===== config.mk =====
export PLATFORM = sky130hd
export DESIGN_NAME = chan_ctrl
export DESIGN_NICKNAME = d
export VERILOG_FILES = /design/src/rtl/chan_ctrl.sv
export SDC_FILE = /design/constraint.sdc
export NUM_CORES = 1
export LEC_CHECK = 0
export ABC_AREA = 1
export CORE_MARGIN = 2
export CORE_UTILIZATION = 50
export CTS_BUF_LIST = sky130_fd_sc_hd__clkbuf_16
export CTS_CLUSTER_DIAMETER = 100
export CTS_CLUSTER_SIZE = 10
export DETAILED_ROUTE_END_ITERATION = 8
export HOLD_SLACK_MARGIN = 0.08
export PLACE_DENSITY = 0.77
export SLEW_MARGIN = 20
export SYNTH_ARGS = -nofsm -noshare
export SYNTH_HDL_FRONTEND = slang
export SYNTH_SLANG_ARGS = --single-unit

===== constraint.sdc =====
create_clock -name clk -period 1.4 [get_ports clk]
set_input_delay 0.14 -clock clk [delete_from_list [all_inputs] [get_ports clk]]
set_output_delay 0.14 -clock clk [all_outputs]
set_load 0.02 [all_outputs]

===== src/rtl/chan_ctrl.sv =====
// Channel control: 512 Hz frame sequencer producing length/sweep/envelope strobes,
// plus the NRx1/NRx3/NRx4 register file and the one-cycle trigger pulse.
module chan_ctrl (
    input  logic        clk,
    input  logic        rst_n,
    input  logic        apu_on,
    input  logic        wr_en,
    input  logic [2:0]  wr_addr,
    input  logic [7:0]  wr_data,
    output logic        len_tick,
    output logic        sweep_tick,
    output logic        env_tick,
    output logic [5:0]  lenLoad,
    output logic        trigger,
    output logic        lenEnable,
    output logic [1:0]  duty,
    output logic [10:0] freq,
    output logic [2:0]  seq_step
);

    localparam logic [12:0] DIV_LAST = 13'd8191;
    localparam logic [2:0]  ADDR_NR1 = 3'd1;
    localparam logic [2:0]  ADDR_NR3 = 3'd3;
    localparam logic [2:0]  ADDR_NR4 = 3'd4;

    // Strobe vector {len, sweep, env} for the step being executed.
    function automatic logic [2:0] strobe_decode(input logic [2:0] step);
        logic [2:0] res;
        case (step)
            3'd0, 3'd4: res = 3'b100;
            3'd2, 3'd6: res = 3'b110;
            3'd7:       res = 3'b001;
            default:    res = 3'b000;
        endcase
        return res;
    endfunction

    logic [12:0] div_r, div_nxt_s;
    logic [2:0]  step_r, step_nxt_s;
    logic [2:0]  strobe_r, strobe_nxt_s;
    logic [1:0]  duty_r, duty_nxt_s;
    logic [5:0]  len_load_r, len_load_nxt_s;
    logic        len_en_r, len_en_nxt_s;
    logic [10:0] freq_r, freq_nxt_s;
    logic        trig_r, trig_nxt_s;

    // Sequencer next state: divider, step counter and the strobe of the step just finished.
    always_comb begin
        div_nxt_s    = div_r;
        step_nxt_s   = step_r;
        strobe_nxt_s = 3'b000;
        if (!apu_on) begin
            div_nxt_s  = 13'd0;
            step_nxt_s = 3'd0;
        end else begin
            div_nxt_s = div_r + 13'd1;
            if (div_r == DIV_LAST) begin
                step_nxt_s   = step_r + 3'd1;
                strobe_nxt_s = strobe_decode(step_r);
            end else begin
                step_nxt_s = step_r;
            end
        end
    end

    // Sequencer state registers.
    always_ff @(posedge clk or negedge rst_n) begin
        if (!rst_n) begin
            div_r    <= 13'd0;
            step_r   <= 3'd0;
            strobe_r <= 3'b000;
        end else begin
            div_r    <= div_nxt_s;
            step_r   <= step_nxt_s;
            strobe_r <= strobe_nxt_s;
        end
    end

    // Register-file next state; the trigger bit of NRx4 only produces a pulse.
    always_comb begin
        duty_nxt_s     = duty_r;
        len_load_nxt_s = len_load_r;
        len_en_nxt_s   = len_en_r;
        freq_nxt_s     = freq_r;
        trig_nxt_s     = 1'b0;
        if (!apu_on) begin
            duty_nxt_s     = 2'd0;
            len_load_nxt_s = 6'd0;
            len_en_nxt_s   = 1'b0;
            freq_nxt_s     = 11'd0;
        end else if (wr_en) begin
            case (wr_addr)
                ADDR_NR1: begin
                    duty_nxt_s     = wr_data[7:6];
                    len_load_nxt_s = wr_data[5:0];
                end
                ADDR_NR3: freq_nxt_s[7:0] = wr_data;
                ADDR_NR4: begin
                    freq_nxt_s[10:8] = wr_data[2:0];
                    len_en_nxt_s     = wr_data[6];
                    trig_nxt_s       = wr_data[7];
                end
                default: trig_nxt_s = 1'b0;
            endcase
        end else begin
            trig_nxt_s = 1'b0;
        end
    end

    // Register-file state registers.
    always_ff @(posedge clk or negedge rst_n) begin
        if (!rst_n) begin
            duty_r     <= 2'd0;
            len_load_r <= 6'd0;
            len_en_r   <= 1'b0;
            freq_r     <= 11'd0;
            trig_r     <= 1'b0;
        end else begin
            duty_r     <= duty_nxt_s;
            len_load_r <= len_load_nxt_s;
            len_en_r   <= len_en_nxt_s;
            freq_r     <= freq_nxt_s;
            trig_r     <= trig_nxt_s;
        end
    end

    assign len_tick   = strobe_r[2];
    assign sweep_tick = strobe_r[1];
    assign env_tick   = strobe_r[0];
    assign seq_step   = step_r;
    assign duty       = duty_r;
    assign lenLoad    = len_load_r;
    assign lenEnable  = len_en_r;
    assign freq       = freq_r;
    assign trigger    = trig_r;

endmodule


Yosys cells after proc, flatten, opt, wreduce, memory -nomap -nowiden
Index checks and enable logic that the tools add are counted.
{"block": "classes", "addsub": 2, "muxes": 22, "n_reduce_logical": 6, "n_eq_ne": 13}
{"cell": "$mux 11", "n": 2}
{"cell": "$mux 6", "n": 3}
{"cell": "$mux 3", "n": 5}
{"cell": "$add 13x1->13 const B", "n": 1}
{"cell": "$eq 13x13->1 const B", "n": 1}
{"cell": "$mux 13", "n": 1}
{"cell": "$eq 3x3->1 const B", "n": 4}
{"cell": "$ne 2x1->1 const B", "n": 5}
{"cell": "$pmux 3 s3", "n": 1}
{"cell": "$mux 8", "n": 1}
{"cell": "$eq 3x2->1 const B", "n": 2}
{"cell": "$mux 1", "n": 6}
{"cell": "$mux 2", "n": 3}
{"cell": "$reduce_and 2->1", "n": 3}
{"cell": "$reduce_or 2->1", "n": 2}
{"cell": "$add 3x1->3 const B", "n": 1}
{"cell": "$eq 3x1->1 const B", "n": 1}
{"cell": "$logic_not 3->1", "n": 1}
{"block": "word_totals", "reg_bits": 40, "out_inout_bits": 27, "word_cells": 52}

Depth between registers and ports, before layout
{"block": "depth", "word_depth": 5, "mapped_depth": 8, "depth_no_buf": 8}

Least setup slack after synthesis
OpenSTA, ideal clock, no wires.
{"block": "synth_path", "path_type": "reg-to-reg", "from": "reg step_r[0], in the netlist seq_step[0]", "to": "reg step_r[2], in the netlist seq_step[2]", "period_less_slack_ns": 1.178, "t_required_ns": 1.282, "stages_incl_launch_ff": 5, "arrival_ns": 1.060, "setup_slack_ns": 0.222, "path_cell_list": "dfrtp_1 > ha_1 > ha_1 > nand3_1 > nand2_1"}
{"block": "synth_via", "elab_chain_cells": 3}
{"element": "start: declaration", "line": "39", "rtl": "logic [2:0] step_r, step_nxt_s;"}
{"element": "start signal: assignment", "line": "74", "rtl": "step_r <= step_nxt_s;"}
{"element": "$add 3x1->3", "line": "58", "rtl": "step_nxt_s = step_r + 3'd1;"}
{"element": "$mux 3", "line": "57", "rtl": "if (div_r == DIV_LAST) begin"}
{"element": "$mux 3", "line": "52", "rtl": "if (!apu_on) begin"}
No other way between the ends. The select of a mux whose other input is x is not followed.
A chain may end at the register's enable or synchronous reset.

Final worst setup path
{"block": "layout_path", "from": "reg freq_r[6], in the netlist freq[6]", "to": "out freq[6]"}
{"element": "start: declaration", "line": "44", "rtl": "logic [10:0] freq_r, freq_nxt_s;"}
{"element": "start signal: assignment", "line": "122", "rtl": "freq_r <= freq_nxt_s;"}
{"element": "end: declaration", "line": "17", "rtl": "output logic [10:0] freq,"}
No word-level cell between the ends.

==> impl_summary.md <==
CTS
The later pin in the worst-skew pair is clocked with a latency of 0.28 ns. The number of buffers created by CTS is 5. The clock tree buffer depth is 2.

Clock-pin slew was measured on the worst setup and hold paths at 0.06 ns. The clock sink count is 40. The clock tree root buffer cell is sky130_fd_sc_hd__clkbuf_16. The depth of the CTS H-tree is 2. The CTS tree is yes.

Yosys
The sequential-to-total area share from yosys stat is 0.519. Summing every instance area after synthesis gives 1930 µm². The synthesis-stage register bit count is 40. The Yosys warning count is 0. When the netlist entered floorplanning its net count stood at 256.

In this run, distinct cell masters in the synthesized netlist total 19. In the synthesized netlist, the number of instances is 236. The per-instance average area after synthesis is 8.16 µm².

Timing
Setup repair after global routing could not meet its margin everywhere. The fmax is 728 MHz. The number of max-slew violations in the final report came to 0. For the final database, setup skew stands at 0.00509 ns. The fraction of the cycle the final worst path needs is 0.981. The measured slew at the worst slew-check pin is 0.280 ns. The clock period could shrink to 1.37 ns.

Setup violations remaining at the end of the flow were counted as 0. The number of failing hold endpoints at the final stage is 0. In this run the tightest slew margin relative to its limit is 0.813. The worst hold slack across all endpoints is 0.352 ns.

Die
The site row count is 22. The die covers 4370 µm². The die is 66.1 µm tall. The placeable core area is 3690 µm². The number of placed I/O pins is 42. In this run the horizontal extent of the chip is 66.1 µm. The initial utilization of the core area, before any placement, comes to 0.522.

Final layout
In the final layout, the share of cells above drive strength 1 is 0.0909. The number of fill cells in the layout is 294. The core occupancy in the finished layout is 0.714. The most common cell after layout, fill and taps aside is sky130_fd_sc_hd__nand2_1.

In the final design database the tool counted 305 nets. The top cell types in the final layout, fill and taps aside, are sky130_fd_sc_hd__nand2_1 (56), sky130_fd_sc_hd__inv_1 (44), sky130_fd_sc_hd__dfrtp_1 (40). The area growth from synthesis to layout is 36.6%. The number of antenna diodes in the final layout is 0.

Critical path
The slowest stage of the critical path is the sky130_fd_sc_hd__clkdlybuf4s50_1 cell. Along the worst path, the maximum fanout reaches 2. Traced cell by cell, the critical path runs through clkdlybuf4s50_1. Broken down by cell family, the worst path's largest delay share belongs to buffers and inverters.

The startpoint type of the worst setup path is a flip-flop. For the worst setup path, the data arrival time is 1.23 ns. The largest stage delay on the critical path is 0.60 ns.

The capturing element type of the critical path is an output pin. The critical path start-end classification is reg -> out. The required time at the endpoint of the critical path is 1.26 ns. The number of buffer and inverter instances along the worst setup path is 1.

Global routing
In the global route stage, met1 resource usage came out at 0.281. In the global route stage, overall resource usage came out at 0.204. After global routing, the most crowded layer is met2. Global routing finished with a remaining overflow of 0.

The first global-routing pass estimated 6730 µm of wire. The initial antenna violation count is 0. For met2 alone, demand over resource in global routing was 0.315. The via count of the first global-routing pass came to 1522.

Entering global routing, the biggest net connects 41 pins. For this run, global-route usage on met3 was measured as 0.0528.

Route
The number of DRC markers after the initial detailed-route iteration is 110. Once detail routing completed, the nets flagged for antenna violations numbered 0. The number of remaining DRC errors is 0. After detailed routing, the average wire length per cell comes to 11.6 µm. The vias after detailed routing is 1599. The routed wire length is 3880 µm. In the routed layout, each cell is associated on average with a via count of 4.79. The first TritonRoute pass finished after 4 iterations.

Run
Max-cap violations in this run came to 0.

Hold path
The path class of the tightest hold or removal check is in -> async.

Pwr
In this run the static leakage power is 1.47 nW. In this run the power density over the cells is 1010 nW/µm². VDD sags by at most 472 µV.

Place
During placement, the flow inserted port buffers numbering 41. At the end of routability-driven placement, the weighted congestion stood at 0.852. Detailed placement finished with a half-perimeter wire length of 2820 µm.

Status
The flow ran to the end, and the final reports show no timing, DRC or antenna violations.
-- layer usage --
| metal | vias up | wire, µm |
|---|---|---|
| met4 | 0 | 42 |
| met3 | 6 | 232 |
| li1 | 820 | - |
| met1 | 720 | 1820 |
| met2 | 53 | 1780 |
| met5 | - | 0 |
-- registers in the layout, indices dropped and copies added, names as in the netlist --
signal	count
seq_step	3
lenEnable	1
freq	11
div_r	13
trigger	1
duty	2
lenLoad	6
strobe_r	3
-- repair_timing --
action,in CTS,in global routing
resized for setup,8,16
setup buffers,0,1
hold endpoints to repair,40,0
endpoints found under the setup margin,8,21
hold buffers,1,0
pin swaps,0,1
-- worst reg2reg max path, cell delays in order (launching register included) --
cell and delay, ns:
sky130_fd_sc_hd__dfrtp_1 0.42, sky130_fd_sc_hd__ha_4 0.18, sky130_fd_sc_hd__nand2_2 0.08, sky130_fd_sc_hd__nor2_4 0.18, sky130_fd_sc_hd__nand2_4 0.08, sky130_fd_sc_hd__nor2_4 0.12, sky130_fd_sc_hd__nand2_2 0.08, sky130_fd_sc_hd__nor2_1 0.10
-- layout make-up --
cell class	count	area (µm²)	share of cell area
Tap cell	48	60.1	0.0228
Clock inverter	3	15.0	0.00570
Timing Repair Buffer	48	531	0.202
Sequential cell	40	1000	0.380
Inverter	43	161	0.0613
Multi-Input combinational cell	147	739	0.281
Clock buffer	5	125	0.0475
-- final timing paths --
path,from,endpoint,slack (ns),depth (start not counted)
min in group clk,wr_data[7],trigger,0.44,3
worst min-delay path,rst_n,freq[8],0.35,3
worst max-delay path,freq[6],freq[6],0.03,1
worst max register to register,div_r[0],strobe_r[0],0.09,7
worst min register to register,freq[9],freq[9],0.52,2
max in group asynchronous,rst_n,div_r[10],0.85,3
-- through the flow --
| stage | total power (W) | area [µm²] | TNS [ns] | instances | worst slack [ns] |
|---|---|---|---|---|---|
| floorplan | 0.00141 | 1930 | 0 | 236 | 0.222 |
| global placement | 0.00161 | 2440 | 0 | 324 | 0.0595 |
| detailed placement | 0.00161 | 2440 | -0.00665 | 324 | -0.00665 |
| CTS | 0.00268 | 2580 | 0 | 333 | 0.00499 |
| global route | 0.00276 | 2630 | -0.0625 | 334 | -0.0314 |
| finish | 0.00265 | 2630 | 0 | 334 | 0.0269 |
-- cell families (layout without fill, tap and decap cells) --
| group | Yosys count | count (layout) | share of synthesized area |
|---|---|---|---|
| adder cells (fa/ha/maj) | 5 | 5 | 0.0325 |
| flip-flops | 40 | 40 | 0.519 |
| buffers and inverters | 49 | 99 | 0.106 |
| AO/OA/AOI/OAI | 30 | 30 | 0.0896 |
| AND/OR/NAND/NOR | 112 | 112 | 0.253 |
-- synth_stat cells --
library cell / number / share of area
sky130_fd_sc_hd__inv_1: 43 / 0.084
sky130_fd_sc_hd__nor2_1: 29 / 0.056
sky130_fd_sc_hd__o21ai_0: 22 / 0.057
sky130_fd_sc_hd__ha_1: 5 / 0.032
sky130_fd_sc_hd__dfrtp_1: 40 / 0.52
sky130_fd_sc_hd__nand2_2: 2 / 0.0065
sky130_fd_sc_hd__nand4_1: 1 / 0.0032
sky130_fd_sc_hd__nand2_1: 56 / 0.11
sky130_fd_sc_hd__o21ai_2: 3 / 0.014
sky130_fd_sc_hd__a21oi_1: 4 / 0.010
sky130_fd_sc_hd__nand3_1: 17 / 0.044
sky130_fd_sc_hd__buf_6: 2 / 0.012
sky130_fd_sc_hd__or2_4: 1 / 0.0045
sky130_fd_sc_hd__clkbuf_2: 1 / 0.0026
sky130_fd_sc_hd__buf_2: 3 / 0.0078
sky130_fd_sc_hd__nor2_4: 3 / 0.018
sky130_fd_sc_hd__nand2_4: 1 / 0.0058
sky130_fd_sc_hd__o21ai_4: 1 / 0.0084
sky130_fd_sc_hd__nor3_1: 2 / 0.0052
-- where the power goes --
part	switching, W	total (W)	internal [W]
clock	0.000419	0.00107	0.000646
sequential	0.0000347	0.00124	0.00121
combinational	0.000185	0.000344	0.000159
total	0.000639	0.00265	0.00201
Power figures use the tool's default switching activity.
